`src/rtl/addsub_pkg.sv`:
```
// Shared types and the combinational add/subtract function used by the
// pipelined add/subtract unit.
package addsub_pkg;

  localparam int OP_W  = 2;
  localparam int MAX_W = 32;

  typedef enum logic [OP_W-1:0] {
    ADD      = 2'd0,
    SUB      = 2'd1,
    SUB_SAT  = 2'd2,
    ABS_DIFF = 2'd3
  } op_e;

  typedef struct packed {
    logic [MAX_W:0] y;
    logic           cb;
    logic           sat;
    logic           zero;
  } calc_res_t;

  // Operands arrive zero-extended to MAX_W; w is the real operand width
  // (w < MAX_W), and y is masked to w+1 bits so bit w is the carry/borrow.
  function automatic calc_res_t addsub_calc(input op_e op,
                                            input logic [MAX_W-1:0] a,
                                            input logic [MAX_W-1:0] b,
                                            input int unsigned w = MAX_W - 1);
    logic [MAX_W:0] ea;
    logic [MAX_W:0] eb;
    logic [MAX_W:0] mask;
    logic           lt;
    calc_res_t      res;
    ea   = {1'b0, a};
    eb   = {1'b0, b};
    mask = {(MAX_W+1){1'b1}} >> (MAX_W - w);
    lt   = (a < b);
    res  = '0;
    case (op)
      ADD: begin
        res.y  = (ea + eb) & mask;
        res.cb = |(res.y & mask & ~(mask >> 1));
      end
      SUB: begin
        res.y  = (ea - eb) & mask;
        res.cb = lt;
      end
      SUB_SAT: begin
        res.y   = lt ? '0 : ((ea - eb) & mask);
        res.sat = lt;
        res.cb  = lt;
      end
      ABS_DIFF: begin
        res.y  = lt ? (eb - ea) : (ea - eb);
        res.cb = lt;
      end
      default: ;
    endcase
    res.zero = (res.y == '0);
    return res;
  endfunction

endpackage

```
`src/rtl/addsub_stage.sv`:
```
// One elastic pipeline register: holds a single valid/data beat and accepts
// a new one whenever it is empty or its contents are leaving this cycle.
module addsub_stage #(
  parameter int DATA_W = 8
) (
  input  logic              clk,
  input  logic              rst,
  input  logic              in_valid,
  output logic              in_ready,
  input  logic [DATA_W-1:0] in_data,
  output logic              out_valid,
  input  logic              out_ready,
  output logic [DATA_W-1:0] out_data
);

  logic              valid_q;
  logic              valid_d;
  logic [DATA_W-1:0] data_q;
  logic [DATA_W-1:0] data_d;
  logic              load;

  always_comb begin
    load    = !valid_q || out_ready;
    valid_d = valid_q;
    data_d  = data_q;
    if (load) begin
      valid_d = in_valid;
      if (in_valid) begin
        data_d = in_data;
      end
    end
  end

  always_ff @(posedge clk) begin
    if (rst) begin
      valid_q <= 1'b0;
      data_q  <= '0;
    end else begin
      valid_q <= valid_d;
      data_q  <= data_d;
    end
  end

  assign in_ready  = load;
  assign out_valid = valid_q;
  assign out_data  = data_q;

endmodule

```
`src/rtl/pipelined_addsub.sv`:
```
// Pipelined unsigned add/subtract unit with valid/ready flow control:
// arithmetic feeds a chain of PIPE_STAGES elastic registers (WIDTH < 32).
module pipelined_addsub
  import addsub_pkg::*;
#(
  parameter int WIDTH       = 4,
  parameter int PIPE_STAGES = 1
) (
  input  logic             clk,
  input  logic             rst,
  input  logic             in_valid,
  output logic             in_ready,
  input  logic [OP_W-1:0]  in_op,
  input  logic [WIDTH-1:0] in_a,
  input  logic [WIDTH-1:0] in_b,
  output logic             out_valid,
  input  logic             out_ready,
  output logic [WIDTH:0]   out_y,
  output logic             out_cb,
  output logic             out_sat,
  output logic             out_zero
);

  localparam int DATA_W = WIDTH + 4;

  calc_res_t         calc;
  logic [DATA_W-1:0] calc_data;
  logic              unused_calc_hi;

  always_comb begin
    calc = addsub_calc(op_e'(in_op), MAX_W'(in_a), MAX_W'(in_b), WIDTH);
  end

  assign calc_data      = {calc.y[WIDTH:0], calc.cb, calc.sat, calc.zero};
  assign unused_calc_hi = ^calc.y[MAX_W:WIDTH+1];

  // Each stage keeps its own handshake wires so the ready chain runs
  // between distinct signals rather than through one shared vector.
  for (genvar i = 0; i < PIPE_STAGES; i++) begin : g_stage
    logic              valid_in;
    logic              ready_in;
    logic [DATA_W-1:0] data_in;
    logic              valid_out;
    logic              ready_down;
    logic [DATA_W-1:0] data_out;

    if (i == 0) begin : g_head
      assign valid_in = in_valid;
      assign data_in  = calc_data;
    end else begin : g_link
      assign valid_in = g_stage[i-1].valid_out;
      assign data_in  = g_stage[i-1].data_out;
    end

    if (i == PIPE_STAGES - 1) begin : g_tail
      assign ready_down = out_ready;
    end else begin : g_mid
      assign ready_down = g_stage[i+1].ready_in;
    end

    addsub_stage #(
      .DATA_W(DATA_W)
    ) u_stage (
      .clk      (clk),
      .rst      (rst),
      .in_valid (valid_in),
      .in_ready (ready_in),
      .in_data  (data_in),
      .out_valid(valid_out),
      .out_ready(ready_down),
      .out_data (data_out)
    );
  end

  assign in_ready  = !rst && g_stage[0].ready_in;
  assign out_valid = g_stage[PIPE_STAGES-1].valid_out;
  assign {out_y, out_cb, out_sat, out_zero} = g_stage[PIPE_STAGES-1].data_out;

endmodule
```
`config.mk`:
```
export PLATFORM = sky130hd
export DESIGN_NAME = pipelined_addsub
export DESIGN_NICKNAME = d
export VERILOG_FILES = /design/src/rtl/addsub_pkg.sv /design/src/rtl/addsub_stage.sv /design/src/rtl/pipelined_addsub.sv
export SDC_FILE = /design/constraint.sdc
export NUM_CORES = 1
export LEC_CHECK = 0
export CAP_MARGIN = 20
export CORE_UTILIZATION = 44
export DETAILED_ROUTE_END_ITERATION = 8
export GPL_TIMING_DRIVEN = 1
export PLACE_DENSITY = 0.75
export SETUP_SLACK_MARGIN = 0.3
export SLEW_MARGIN = 20
export SYNTH_ARGS = -nofsm -noshare
export SYNTH_HDL_FRONTEND = slang
export SYNTH_SLANG_ARGS = --single-unit
```
`constraint.sdc`:
```
create_clock -name clk -period 2.4 [get_ports clk]
set_input_delay 0.48 -clock clk [delete_from_list [all_inputs] [get_ports clk]]
set_output_delay 0.48 -clock clk [all_outputs]
set_load 0.02 [all_outputs]
```
# Word level (Yosys, flattened, before mapping)

Index checks and enable logic that the tools add are counted.

Add/sub/neg operators: 3
Order comparisons: 1
Equality and inequality tests: 3
Muxes and demuxes: 4
Reductions and logical operators: 7

Operators by type and width:

| kind                                          | count |
|---|---|
| case mux 34 bit (4 select lines)              | 1 |
| logical NOT 33 bit                            | 1 |
| two-way mux 33 bit                            | 1 |
| subtractor 4 x 4 -> 5 bit                     | 2 |
| adder 4 x 4 -> 5 bit                          | 1 |
| two-way mux 5 bit                             | 1 |
| == test 2 bit, second input constant          | 2 |
| < comparator 4 bit                            | 1 |
| == test 2 x 1 -> 1 bit, second input constant | 1 |
| logical NOT 1 bit                             | 2 |
| logical NOT 2 bit                             | 1 |
| AND reduction 2 bit                           | 1 |
| logical AND 1 bit                             | 1 |
| logical OR 1 bit                              | 1 |
| two-way mux 1 bit                             | 1 |

Flip-flop bits (word level): 9
Input port bits: 14
Output and inout port bits: 10
Word-level logic and storage cells: 20

# Longest topological paths before layout

Gate-level depths: netlist of the first run.

Depth after elaboration: 4
Depth in mapped cells: 9
Gate-level depth less buffers: 9

# Modules after synthesis

From an unflattened synthesis of the first run, not the netlist that was laid out.

Cells, all modules: 129
Area, all modules: 1,124.8 µm²

By module, submodules not included:

| module           | times used | cells an instance | area an instance (µm²) | seq. area each (µm²) |
|---|---|---|---|---|
| pipelined_addsub | 1          | 88                | 683.2                  | 0.0 |
| addsub_stage     | 1          | 41                | 441.7                  | 180.2 |

# Worst setup path before layout of the first run

Ideal clock, no wire load.

Path kind: input port to flip-flop
Start point: in in_a[1]
End point: reg g_stage[0].u_stage.data_q[0]
Library setup time: 0.112 ns
Data arrival time: 2.303 ns
Slack: -0.015 ns
Stages on the path: 8
Buffers on the path: 0
Cells stage by stage: inv_1 ha_1 nor2b_4 o31a_4 nor4_2 a31oi_1 or4_1 a2111oi_1

Longest elaborated chain between the ends: 4
Elaborated cells between the ends (all ways): 8
Those cells by class: add/sub: 3; order compare: 1; mux: 3; reduce/logical: 1

Ends and longest elaborated chain:

| what                                                    | line                                                 | text |
|---|---|---|
| start, declared                                         | pipelined_addsub.sv:14                               | `input logic [WIDTH-1:0] in_a,` |
| subtractor 4 x 4 -> 5 bit, or another cell as far along | addsub_pkg.sv:44, addsub_pkg.sv:48, addsub_pkg.sv:53 |  |
| two-way mux 33 bit or two-way mux 5 bit (tied branches) | addsub_pkg.sv:53, addsub_pkg.sv:48                   |  |
| case mux 34 bit (4 select lines) (*)                    | addsub_pkg.sv:38                                     | `case (op)` |
| logical NOT 33 bit (*)                                  | addsub_pkg.sv:58                                     | `res.zero = (res.y == '0);` |
| end signal, assigned                                    | addsub_stage.sv:40                                   | `data_q <= data_d;` |
| end, declared                                           | addsub_stage.sv:18                                   | `logic [DATA_W-1:0] data_q;` |

Every way passes the cells marked *; elsewhere a longest branch is shown, timed or not.
A chain may end at the register's enable or synchronous reset.

# Final worst setup path of the first run

Same ends and word-level chain as after synthesis.

==> out/results.ini, run 1 <==
[clocking]
path_clk_slew_ns = 0.06
cts.path.max_buffers = 2
cts_max_level = 1
hold_buffers = 0
cts_root_buffer = clkbuf_4
cts_tree = yes
numClockSinks = 9
numCtsBuffers = 3
clk_latency_ns = 0.26

[worst_setup_path]
cp_num_buf_inv = 5
crit_family = compound AO/OA/AOI/OAI gates
crit_type = primary input to register
startpoint = in_a[1]
cp_cell_sequence = buf_8 > clkinvlp_4 > buf_4 > buf_4 > buf_4 > fa_2 > o22ai_1 > a311oi_2 > a21oi_1 > a2111oi_2
crit_path_frequent_cell = buf_4
critPathRequiredTime_ns = 2.56
path_max_fanout = 2
r2r-start = g_stage[0].u_stage.out_valid
critPathSlowestCell = fa_2
endpoint_kind = register
cp_slowest_stage_delay_ns = 0.56
crit_arrival_ns = 2.43
start_kind = primary input

[sta]
worst_hold_slack_ns = 0.455
relSlewSlack_pct = 71.3
setup_violations = 0
fin_skew_ns = 0.00682
min_period_ns = 2.27
fmax_mhz = 441
period_share_pct = 94.4
hold_viol_final = 0
finalMaxSlewViolations = 0
setup_ws_ns = 0.134
rsz0062_at_grt = yes
tightestPinTransition_ns = 0.430

[worst_hold_path]
min_path_type = register to register
min_from = g_stage[0].u_stage.out_data[7]

[yosys]
netlist_area_um2 = 975
yosys_warnings = 0
async_reset_ff_share_pct = 0
syn_nets = 151
avgSynthCellArea_um2 = 7.99
ys_seq_area_share_pct = 18.5
syn_inst = 122
synth_edf_count = 0
synth_flop_cell = dfxtp_1
ys_seq_elements = 9
synth_cell_types = 45

[grt]
grt_overflow = 0
antenna_found_initial = 0
grt_max_degree = 12
grtUsageTotal_pct = 26.8
grt_pass1_wl_um = 4930
grt_pass1_vias = 1121

[flow_run]
maxCapViolCount = 0

[pwr]
power_uw = 646
p_leak_uw = 0.000718
power_density_nw_per_um2 = 383
ir_worst_vdd_v = 0.000306

[routing]
via_per_inst = 5.40
drc_errors = 0
wl_per_cell_um = 15.2
first_pass_iters = 4
drtIter0Drc = 37
via_count = 1112
wl_um = 3120
ant_nets = 0

[placed_design]
hpwl_um = 2300
io_buffers = 23
dp_slack_ns = -0.596
place_congestion = 0.940
dp.cells = 194

[floorplanning]
row_count = 16
start_util_pct = 48.2
io_pins = 24
dieWidth_um = 49.1
die_h_um = 49.1
die_area_um2 = 2410
coreArea_um2 = 2020

[outcome]
outcome = complete, no violations

[layout]
layout-drive-gt1-share_pct = 46.9
n_fill_cell = 115
layout.cells.most_common_list = buf_4, clkdlybuf4s50_1, nand2_1, dfxtp_1, nor2_1
mostFrequentLayoutCell = buf_4
n_antenna_cell = 0
finalNonFillerCells = 206
area_growth_pct = 73.2
layout.nets = 209

-- cell type report --
cell class              instances  area (um2)  area share (%)
clock buffers                   4        26.3            1.56
inverters                      12        48.8            2.89
multi-input cells              95         905            53.6
flip-flops and latches          9         180            10.7
well taps                      27        33.8            2.00
repair buffers                 59         494            29.3
-- stage by stage --
| stage | setup TNS [ns] | cell area [um2] | utilization [%] |
|---|---|---|---|
| global placement | -2.02 | 1470 | 72.7 |
| finish | 0 | 1690 | 83.5 |
| global route | 0 | 1690 | 83.5 |
| detailed placement | -2.68 | 1470 | 72.7 |
| floorplan | 0 | 1030 | - |
| CTS | -0.00848 | 1640 | 80.9 |
-- cells by family after synthesis --
kind of cell    Yosys count  synth area share (%)
flops                     9                  18.5
buf+inv                  18                  8.21
simple gates             48                  28.2
xor+xnor                  4                  3.60
fa+ha+maj                15                  21.6
compound gates           28                  19.9
-- registers in the layout, indices dropped and copies added, names as in the netlist --
register / flops
g_stage.u_stage.out_valid: 1
g_stage.u_stage.out_data: 8
-- routing by layer --
metal / routed length (um) / part of all wire, % / global-route usage [%]
met1: 1360 / 44 / 32.5
met2: 1580 / 51 / 49.3
met3: 129 / 4.1 / 4.98
met4: 48 / 1.5 / 3.92
met5: 0 / 0 / 0
-- power by group --
group	switching, uW	total (uW)	internal (uW)
logic	174	361	188
registers	5.80	166	160
clock network	54.0	118	64.1
total	233	646	412
-- synthesized netlist by cell type, types with 2 or more instances --
master / n / area share [%]
inv_1: 12 / 4.6
xnor2_1: 2 / 1.8
nand2b_1: 4 / 2.6
nand3b_1: 3 / 2.3
nand3_1: 2 / 1.0
nor3_1: 6 / 3.1
o21ai_0: 4 / 2.1
and2_1: 2 / 1.3
nor2b_1: 3 / 1.9
xor2_1: 2 / 1.8
ha_1: 12 / 15
a21oi_1: 8 / 4.1
fa_1: 3 / 6.2
clkbuf_1: 3 / 1.2
dfxtp_1: 9 / 18
o22ai_1: 2 / 1.3
nor2_1: 8 / 3.1
nand2_1: 10 / 3.9
-- final timing paths --
check,endpoint,slack (ns),cells after the start
setup reg to reg,g_stage[0].u_stage.out_data[0],0.80,5
hold / removal,g_stage[0].u_stage.out_data[7],0.46,2
hold reg to reg,g_stage[0].u_stage.out_data[7],0.46,2
setup / recovery,g_stage[0].u_stage.out_data[0],0.13,10
-- worst min-delay path, cell delays in order, from the launching register on --
cell and delay [ns]:
dfxtp_1 0.31, nand2_1 0.05, a21oi_1 0.05
-- repair_timing --
action / 4_1_cts / 5_1_grt
gates resized for setup: 50 / 24
setup buffers: 7 / 1
pin swaps: 11 / 15
setup endpoints to repair: 9 / 5
cloned: 0 / 0
No activity file was read; power rests on OpenSTA's default activity.
==> run 2, diff against run 1 <==
CORE_UTILIZATION = 45   (was 44)
CTS_BUF_LIST = sky130_fd_sc_hd__clkbuf_4   (was not set)
PLACE_DENSITY = 0.77   (was 0.75)
==> out/results.ini, run 2 (same netlist as run 1, synthesis figures left out) <==
[sta]
setup_violations = 0
worst_hold_slack_ns = 0.451
rsz0062_at_grt = yes
hold_viol_final = 0
tightestPinTransition_ns = 0.447
finalMaxSlewViolations = 0
relSlewSlack_pct = 70.1
min_period_ns = 2.38
period_share_pct = 99.2
fmax_mhz = 420
fin_skew_ns = 0.00957

[routing]
ant_nets = 0
drc_errors = 0
first_pass_iters = 4
via_count = 1197
wl_um = 3710
wl_per_cell_um = 17.8
via_per_inst = 5.75
drtIter0Drc = 50

[placed_design]
hpwl_um = 2110
io_buffers = 23
place_congestion = 0.952
dp.cells = 190

[floorplanning]
row_count = 16
die_area_um2 = 2360
die_h_um = 48.5
dieWidth_um = 48.5
coreArea_um2 = 2000
start_util_pct = 48.7
io_pins = 24

[worst_setup_path]
critPathRequiredTime_ns = 2.58
endpoint_kind = register
r2r_slack_ns = 0.71
path_depth = 10
crit_family = compound AO/OA/AOI/OAI gates
crit_arrival_ns = 2.56
cp_num_buf_inv = 3
r2r_cells = 5
cp_slowest_stage_delay_ns = 0.30
start_kind = primary input
crit_type = primary input to register
r2r_end = g_stage[0].u_stage.out_data[0]
r2r-start = g_stage[0].u_stage.out_valid
cp-endpoint = g_stage[0].u_stage.out_data[5]
startpoint = in_a[1]
path_max_fanout = 4
cp_cell_sequence = buf_8 > clkinvlp_4 > ha_4 > nor2b_4 > o31a_4 > buf_4 > or2_4 > o31a_1 > and2_1 > o41ai_1
critPathSlowestCell = o31a_4

[layout]
layout.nets = 211
largest_reg_flops = 8
final_util_pct = 84.4
multi_input_area_um2 = 888
finalNonFillerCells = 208
layout-drive-gt1-share_pct = 47.0
layout.cells.most_common_list = buf_4, clkdlybuf4s50_1, nand2_1
n_antenna_cell = 0
mostFrequentLayoutCell = buf_4
n_fill_cell = 107
area_growth_pct = 73.4
seq_area_um2 = 180

[grt]
use_met1_pct = 39.7
antenna_found_initial = 0
grt_pass1_vias = 1195
grt_pass1_wl_um = 5690
grtUsageMet3_pct = 5.66
grtUsageTotal_pct = 31.3
grt_overflow = 0
grt.busiest_layer = met2
grt_max_degree = 12
use_met2_pct = 55.4

[pwr]
power_density_nw_per_um2 = 402
p_leak_uw = 0.000710
ir_worst_vdd_v = 0.000352
power_uw = 679

[clocking]
cts.path.max_buffers = 2
path_clk_slew_ns = 0.07
cts_tree = yes
cts_max_level = 1
hold_buffers = 0
cts_root_buffer = clkbuf_4
numClockSinks = 9
clk_latency_ns = 0.28
numCtsBuffers = 3

[outcome]
outcome = complete, no violations

[worst_hold_path]
min_path_type = register to register

[flow_run]
maxCapViolCount = 0

run 2: cell types whose count changed in the layout (fill, tap and decap cells not counted), sizes merged:
cell,delta
dlymetal6s2s,-1
buf,+3
clkdlybuf4s50,+1
clkbuf,-1
run 2: through the flow:
stage                     TNS [ns]  worst slack (ns)  cell area [um2]
after floorplan                  0             0.103             1030
after global placement       -1.85            -0.498             1440
after detailed placement     -2.09            -0.520             1440
final                            0            0.0198             1690
after global routing        -0.111           -0.0962             1690
after CTS                        0            0.0312             1610
run 2: cell type report:
cell class,count,share of cell area (%)
Tap cell,27,2.00
Inverter,12,2.89
Sequential cell,9,10.7
Clock buffer,4,1.78
Timing Repair Buffer,61,30.1
Multi-Input combinational cell,95,52.6
run 2: worst reg2reg max path, delay by kind of cell, from the launching register on:
family	cells	cell delay, ns
AND/OR/NAND/NOR	3	0.82
flip-flops	1	0.32
AO/OA/AOI/OAI	2	0.44
run 2: how the worst min path moves through the flow:
stage	start	cells after the start	endpoint	slack (ns)
5_1_grt	g_stage[0].u_stage.out_data[2]	2	g_stage[0].u_stage.out_data[2]	0.50
3_5_place_dp	g_stage[0].u_stage.out_data[2]	2	g_stage[0].u_stage.out_data[2]	0.45
4_1_cts	g_stage[0].u_stage.out_data[2]	2	g_stage[0].u_stage.out_data[2]	0.45
3_3_place_gp	g_stage[0].u_stage.out_data[7]	2	g_stage[0].u_stage.out_data[7]	0.44
6_report	g_stage[0].u_stage.out_data[2]	2	g_stage[0].u_stage.out_data[2]	0.45
2_1_floorplan	g_stage[0].u_stage.out_data[7]	2	g_stage[0].u_stage.out_data[7]	0.53
run 2: timing repair:
item,in CTS,in global routing
setup buffers,12,2
gates resized for setup,49,19
pin swaps,12,12
cloned,0,0
setup endpoints to repair,9,6
run 2: layer usage:
metal	wire length, um	vias up
met3	244	21
met4	144	0
met5	0	-
met2	1790	64
li1	-	542
met1	1520	570
run 2: power by group:
group | switching (uW) | internal (uW) | leakage, uW
Clock | 60.8 | 75.7 | 0.0000184
Sequential | 6.26 | 160 | 0.0000740
Combinational | 183 | 193 | 0.000618
==> run 3, diff against run 2 <==
CORE_MARGIN = 5   (was not set)
CTS_CLUSTER_SIZE = 16   (was not set)
PLACE_DENSITY = 0.74   (was 0.77)
clock period = 3 ns   (was 2.4 ns; I/O delays follow)
==> out/results.ini, run 3 (same netlist as run 1, synthesis figures left out) <==
[worst_setup_path]
cp_slowest_stage_delay_ns = 0.54
cp_cell_sequence = dlygate4sd2_1 > ha_4 > buf_4 > o21a_1 > o31a_4 > buf_4 > nand3b_1 > a31oi_1 > or4_1 > a2111oi_2
cp_num_buf_inv = 3
endpoint_kind = register
r2r_cells = 5
cp-endpoint = g_stage[0].u_stage.out_data[0]
r2r-start = g_stage[0].u_stage.out_valid
crit_arrival_ns = 2.83
critPathSlowestCell = or4_1
startpoint = in_b[2]
crit_type = primary input to register
crit_path_frequent_cell = buf_4
path_max_fanout = 5
crit_family = compound AO/OA/AOI/OAI gates
r2r_slack_ns = 1.27
critPathRequiredTime_ns = 3.16
r2r_end = g_stage[0].u_stage.out_data[0]
path_depth = 10
start_kind = primary input

[placed_design]
dp.cells = 183
io_buffers = 23
place_congestion = 0.831
hpwl_um = 2060
dp_slack_ns = -0.156

[clocking]
hold_buffers = 0
cts.path.max_buffers = 2
cts_root_buffer = clkbuf_4
numClockSinks = 9
clk_latency_ns = 0.26
cts_tree = yes
path_clk_slew_ns = 0.06
cts_max_level = 1
numCtsBuffers = 3

[sta]
finalMaxSlewViolations = 0
relSlewSlack_pct = 72.8
setup_ws_ns = 0.331
hold_viol_final = 0
worst_hold_slack_ns = 0.455
tightestPinTransition_ns = 0.406
fin_skew_ns = 0.00553
fmax_mhz = 375
rsz0062_at_grt = no
period_share_pct = 89.0
setup_violations = 0
min_period_ns = 2.67

[pwr]
power_density_nw_per_um2 = 315
ir_worst_vdd_v = 0.000225
p_leak_uw = 0.000641

[floorplanning]
coreArea_um2 = 2020
die_area_um2 = 3200
row_count = 16
die_h_um = 56.5
io_pins = 24
dieWidth_um = 56.5
start_util_pct = 48.2

[routing]
ant_nets = 0
drtIter0Drc = 26
wl_um = 2780
via_count = 1043
first_pass_iters = 4
drc_errors = 0
wl_per_cell_um = 14.5
via_per_inst = 5.46

[layout]
layout.nets = 194
mostFrequentLayoutCell = buf_4
final_util_pct = 73.8
largest_reg_flops = 8
layout-drive-gt1-share_pct = 29.9
n_antenna_cell = 0
layout.cells.most_common_list = buf_4, clkdlybuf4s50_1, nand2_1
finalNonFillerCells = 191
area_growth_pct = 53.1

[grt]
grt_pass1_vias = 1050
grtUsageTotal_pct = 17.2
antenna_found_initial = 0
grt_pass1_wl_um = 4440
grt_max_degree = 12
grt_overflow = 0

[flow_run]
maxCapViolCount = 0

[worst_hold_path]
min_path_type = register to register

[outcome]
outcome = complete, no violations

==> run 3: cell types whose count changed in the layout (fill, tap and decap cells not counted), sizes merged <==
cell / previous run / this run
clkinvlp: 1 / 0
clkdlybuf4s15: 0 / 1
buf: 44 / 21
inv: 11 / 12
clkbuf: 6 / 4
dlymetal6s2s: 0 / 2
clkdlybuf4s50: 14 / 15
dlygate4sd2: 1 / 5
==> run 3: layer usage <==
layer  GRT usage (%)  vias up  part of all wire (%)
li1                -      511                     -
met1            18.4      490                    42
met2            32.0       36                    51
met3            3.90        6                   5.8
met4            6.44        0                   1.7
met5               0        -                     0
==> run 3: worst min-delay path, cell delays in order (launching register included) <==
cell	delay, ns
dfxtp_1	0.30
nand2_1	0.05
a21oi_1	0.05
==> run 3: power by group <==
group	internal (uW)	total, uW	switching, uW
sequential	128	133	4.36
combinational	121	238	117
clock	60.1	99.4	39.3
total	310	470	161
==> run 3: area by class of cell <==
type                       count  area, um2
multi-input combinational     95        817
fill                         147        529
timing repair buffer          44        387
sequential                     9        180
inverter                      12       45.0
tap                           27       33.8
clock buffer                   4       30.0
==> run 3: worst min path at each step <==
stage | start | endpoint | cells after the start
4_1_cts | g_stage[0].u_stage.out_data[2] | g_stage[0].u_stage.out_data[2] | 2
3_5_place_dp | g_stage[0].u_stage.out_data[2] | g_stage[0].u_stage.out_data[2] | 2
6_report | g_stage[0].u_stage.out_data[7] | g_stage[0].u_stage.out_data[7] | 2
5_1_grt | g_stage[0].u_stage.out_data[7] | g_stage[0].u_stage.out_data[7] | 2
2_1_floorplan | g_stage[0].u_stage.out_data[7] | g_stage[0].u_stage.out_data[7] | 2
3_3_place_gp | g_stage[0].u_stage.out_data[7] | g_stage[0].u_stage.out_data[7] | 2
==> run 3: per-stage QoR <==
step | total power, uW | setup TNS (ns) | area (um2)
final | 470 | 0 | 1490
after global routing | 502 | 0 | 1490
after CTS | 467 | 0 | 1460
after detailed placement | 344 | -0.246 | 1330
after global placement | 339 | -0.109 | 1330
after floorplan | 258 | 0 | 975
==> run 3: what timing repair did <==
item,4_1_cts,5_1_grt
setup endpoints to repair,2,1
setup buffers,3,1
pin swaps,5,4
gates resized for setup,23,6
==> RTL change 1 (flow settings as in run 3) <==
Make the reset (`rst`) asynchronous in one clocked block.
--- a/src/rtl/addsub_stage.sv
+++ b/src/rtl/addsub_stage.sv
@@ -33,3 +33,3 @@
 
-  always_ff @(posedge clk) begin
+  always_ff @(posedge clk or posedge rst) begin
     if (rst) begin
Behaviour: differs if rst is asserted again (counterexample within 4 cycles, from zero or initial values and one cycle with rst high); with rst held inactive, the same outputs for 10 cycles.
==> RTL change 1 against run 3 <==
- critical path type unchanged
- sequential power up 14%
- clock skew down 0.0029 ns
- utilization down 8.9 points
- power up 12%
- sequential cell count unchanged
- worst setup slack better by 0.00065 ns
- synthesized area up 4.0%
- synthesized cell count down 4.9%
- largest power group unchanged
- cell count down 9.4%
- clock power up 5%
- non-clock buffer count down 14
- critical endpoint is now g_stage[0].u_stage.out_data[0]$_DFFE_PP0P_
- final area down 4.8%
- routed wire length down 11%
==> RTL change 1: results (changes against run 3) <==
stage,metric,value,unit,change
global_route,met2 usage,0.2419,,was 0.3201
critical_path,Critical Path Start,in_a[3],,was in_b[2]
yosys,mux cell area share after synthesis,0.04321,,was 0
cells_and_area,multi-input gates,87,,was 95
timing,Clock Skews,0.002641,ns,was 0.005533 ns
place,dpl cells,168,,was 183
min_path,Hold Path Origin,g_stage[0].u_stage.out_data[5]$_DFFE_PP0P_,,was g_stage[0].u_stage.out_data[7]$_SDFFE_PP0P_
timing,slew of the pin with the lowest slew margin,0.5020,ns,was 0.4063 ns
critical_path,r2r worst-path depth,4,,was 5
critical_path,Worst Path Max Fanout,6,,was 5
cells_and_area,Non-clock buffers,30,,was 44
run_status,outcome,"finished, final reports clean",,unchanged
critical_path,cell family with most CP delay,simple AND/OR/NAND/NOR gates,,was compound AO/OA/AOI/OAI gates
global_route,vias in the first global route,919,,was 1050
global_route,Total GRT Usage,0.1496,,was 0.1716
yosys,synth top area cells,"dfrtp_1, ha_1, fa_1",,"was dfxtp_1, ha_1, fa_1"
pwr,Seq. pwr,0.152,mW,was 0.133 mW
cells_and_area,Register Area,225.2,um^2,was 180.2 um^2
pwr,sw frac,0.3661,,was 0.3415
cells_and_area,nonclk inv count,15,,was 12
cells_and_area,layout cell share with drive strength beyond 1,0.2345,,was 0.2988
yosys,asr flop ratio synth,1.000,,was 0
yosys,syn_nets,145,,was 151
cells_and_area,fraction of area in registers,0.1585,,was 0.1207
cells_and_area,Nets,175,,was 194
yosys,xor and xnor area share after synthesis,0.008642,,was 0.03594
timing,Fmax,374.7,MHz,was 374.6 MHz
global_route,met3 usage in global routing,0.04072,,was 0.03899
yosys,sequential share of the synthesized area,0.2222,,was 0.1849
routing,drt total wl,2462,um,was 2777 um
routing,routed len/inst,14.23,um,was 14.54 um
cells_and_area,Final non-clock buffer share,0.2007,,was 0.2590
critical_path,R2R Path Start,g_stage[0].u_stage.out_valid$_DFFE_PP0N_,,was g_stage[0].u_stage.out_valid$_SDFFE_PP0N_
routing,initial drt markers,20,,was 26
==> RTL change 1: repair_timing <==
action                     CTS  global route
setup endpoints to repair    2             4
pin swaps                    1             2
gates cloned                 0             0
resized for setup            9            10
hold buffers                 0             0
setup buffers                0             1
==> RTL change 1: how the worst min path moves through the flow <==
| stage | to | slack (ns) | depth (start not counted) |
|---|---|---|---|
| 4_1_cts | g_stage[0].u_stage.out_data[5]$_DFFE_PP0P_ | 0.48 | 1 |
| 3_3_place_gp | g_stage[0].u_stage.out_data[5]$_DFFE_PP0P_ | 0.46 | 1 |
| 2_1_floorplan | g_stage[0].u_stage.out_data[0]$_DFFE_PP0P_ | 0.43 | 1 |
| 6_report | g_stage[0].u_stage.out_data[5]$_DFFE_PP0P_ | 0.48 | 1 |
| 3_5_place_dp | g_stage[0].u_stage.out_data[5]$_DFFE_PP0P_ | 0.47 | 1 |
| 5_1_grt | g_stage[0].u_stage.out_data[5]$_DFFE_PP0P_ | 0.50 | 1 |
==> RTL change 2 (settings of run 3) <==
Made on the original files. `data_q` no longer has a reset.
--- a/src/rtl/addsub_stage.sv
+++ b/src/rtl/addsub_stage.sv
@@ -36,7 +36,9 @@
       valid_q <= 1'b0;
-      data_q  <= '0;
     end else begin
       valid_q <= valid_d;
-      data_q  <= data_d;
     end
+  end
+
+  always_ff @(posedge clk) begin
+    data_q <= data_d;
   end
Behaviour: not the same (a bounded check fails within 4 cycles, from zero or initial values and one cycle with rst high).
==> RTL change 2 against run 3 <==
- synthesized area fell by 5.1%
- power shrank 3.0%
- final area down 12%
- synthesized cell count decreased by 21%
- routed wire length is 26% lower
- sequential power up 17%
- worst setup slack better by 0.057 ns
- via count fell by 21%
- global-route usage fell by 3.4 points
- largest power group unchanged
- sequential cell count unchanged
==> RTL change 2: results (changes against run 3) <==
stage,metric,value,unit,change
critical_path,CP max-delay cell,clkdlybuf4s50_1,,was or4_1
cells_and_area,Non-clock buffers,33,,was 44
timing,Clock Skews,0.0005754,ns,was 0.005533 ns
yosys,syn_nets,125,,was 151
yosys,sequential share of the synthesized area,0.2815,,was 0.1849
yosys,Post-Syn Instances,96,,was 122
pwr,Worst VDD drop,145.5,uV,was 225.0 uV
cells_and_area,layout cell share with drive strength beyond 1,0.2290,,was 0.2988
global_route,largest net degree at the start of global routing,9,,was 12
cells_and_area,nonclk inv count,13,,was 12
place,gpl congestion,0.8772,,was 0.8307
cells_and_area,"Core Util, Final",0.6658,,was 0.7382
run_status,outcome,"finished, final reports clean",,unchanged
cells_and_area,sequential cell count,9,,unchanged
pwr,NetSw,0.1423,mW,was 0.1606 mW
place,dpl cells,154,,was 183
yosys,synth top area cells,"edfxtp_1, ha_1, fa_1",,"was dfxtp_1, ha_1, fa_1"
global_route,GR Layer Usage met1,0.1500,,was 0.1841
place,Place WS,-0.1247,ns,was -0.1556 ns
yosys,Yosys cell types,36,,was 45
critical_path,Worst Path Max Fanout,8,,was 5
critical_path,critical path arrival,2.72,ns,was 2.83 ns
yosys,"EDFF count, synth",8,,was 0
pwr,Pleak,0.5771,nW,was 0.6406 nW
cells_and_area,ClkCell Share,0.02299,,was 0.02012
global_route,global-route wire length before repair,3415,um,was 4436 um
cells_and_area,multi-input gates,72,,was 95
place,placed cell area,0.001252,mm^2,was 0.001331 mm^2
critical_path,cell family with most CP delay,buffers and inverters,,was compound AO/OA/AOI/OAI gates
global_route,vias in the first global route,799,,was 1050
place,HPWL Detailed,1798,um,was 2064 um
critical_path,largest stage delay on the critical path,0.50,ns,was 0.54 ns
routing,met2 WL,1112,um,was 1407 um
global_route,Total GRT Usage,0.1380,,was 0.1716
cells_and_area,Final non-clock buffer share,0.2347,,was 0.2590
clock_tree,clock latency on the worst-skew pair,0.25,ns,
cells_and_area,Nets,161,,was 194
global_route,met3 usage in global routing,0.02797,,was 0.03899
cells_and_area,fraction of area in registers,0.1992,,was 0.1207
global_route,met2 usage,0.2635,,was 0.3201
timing,Relative slew margins,0.5809,,was 0.7285
cells_and_area,fraction of area in multi-input gates,0.4799,,was 0.5474
clock_tree,Root Buffer,clkbuf_4,,unchanged
routing,vias,820,,was 1043
cells_and_area,Largest register FFs,8,,unchanged
die,# Taps,27,,unchanged
routing,Via-to-Cell Ratio,5.190,,was 5.461
routing,initial drt markers,14,,was 26
yosys,synth cell count leaders,"inv_1, ha_1, nor2_1",,"was ha_1, inv_1, nand2_1"
routing,routed len/inst,13.01,um,was 14.54 um
routing,WL met1,825,um,was 1161 um
cells_and_area,clkbuf count,4,,unchanged
cells_and_area,Filler Cells Inserted,179,,was 147
routing,met3 WL,106,um,was 161 um
==> RTL change 2: cell count changes after synthesis, moves of 3 or more <==
cell | run 3 | this run
nor3_1 | 6 | 1
nand2_1 | 10 | 4
dfxtp_1 | 9 | 1
a21oi_1 | 8 | 2
nor2_1 | 8 | 11
edfxtp_1 | 0 | 8
nand3b_1 | 3 | 0
nand2b_1 | 4 | 0
==> RTL change 2: power groups by stage <==
stage / registers (mW) / clock network [mW] / logic (mW)
final: 0.155 / 0.0975 / 0.203
after global routing: 0.157 / 0.110 / 0.220
after CTS: 0.156 / 0.100 / 0.201
after detailed placement: 0.158 / 0 / 0.200
after global placement: 0.158 / 0 / 0.196
after floorplan: 0.174 / 0 / 0.0992
==> RTL change 2: final timing paths <==
path,start,to,slack [ns],cells past startpoint
worst min register to register,g_stage[0].u_stage.out_valid$_SDFFE_PP0N_,g_stage[0].u_stage.out_valid$_SDFFE_PP0N_,0.65,3
worst max register to register,g_stage[0].u_stage.out_valid$_SDFFE_PP0N_,g_stage[0].u_stage.out_data[2]$_DFFE_PP_,1.68,2
worst max-delay path,in_a[3],g_stage[0].u_stage.out_data[0]$_DFFE_PP_,0.39,9
worst min-delay path,g_stage[0].u_stage.out_valid$_SDFFE_PP0N_,g_stage[0].u_stage.out_valid$_SDFFE_PP0N_,0.65,3
==> RTL change 2: logic make-up (layout without fill, tap and decap cells) <==
kind of cell,Yosys count,in the layout,share of synthesized area
xor+xnor,3,3,0.02842
fa+ha+maj,15,15,0.2273
compound gates,21,21,0.1800
buf+inv,15,50,0.06496
simple gates,30,30,0.1786
mux,3,3,0.03924
flops,9,9,0.2815
==> RTL change 2: timing repair <==
action                     CTS  global route
setup endpoints to repair    1             1
gates resized for setup      9             6
buffers inserted             0             0
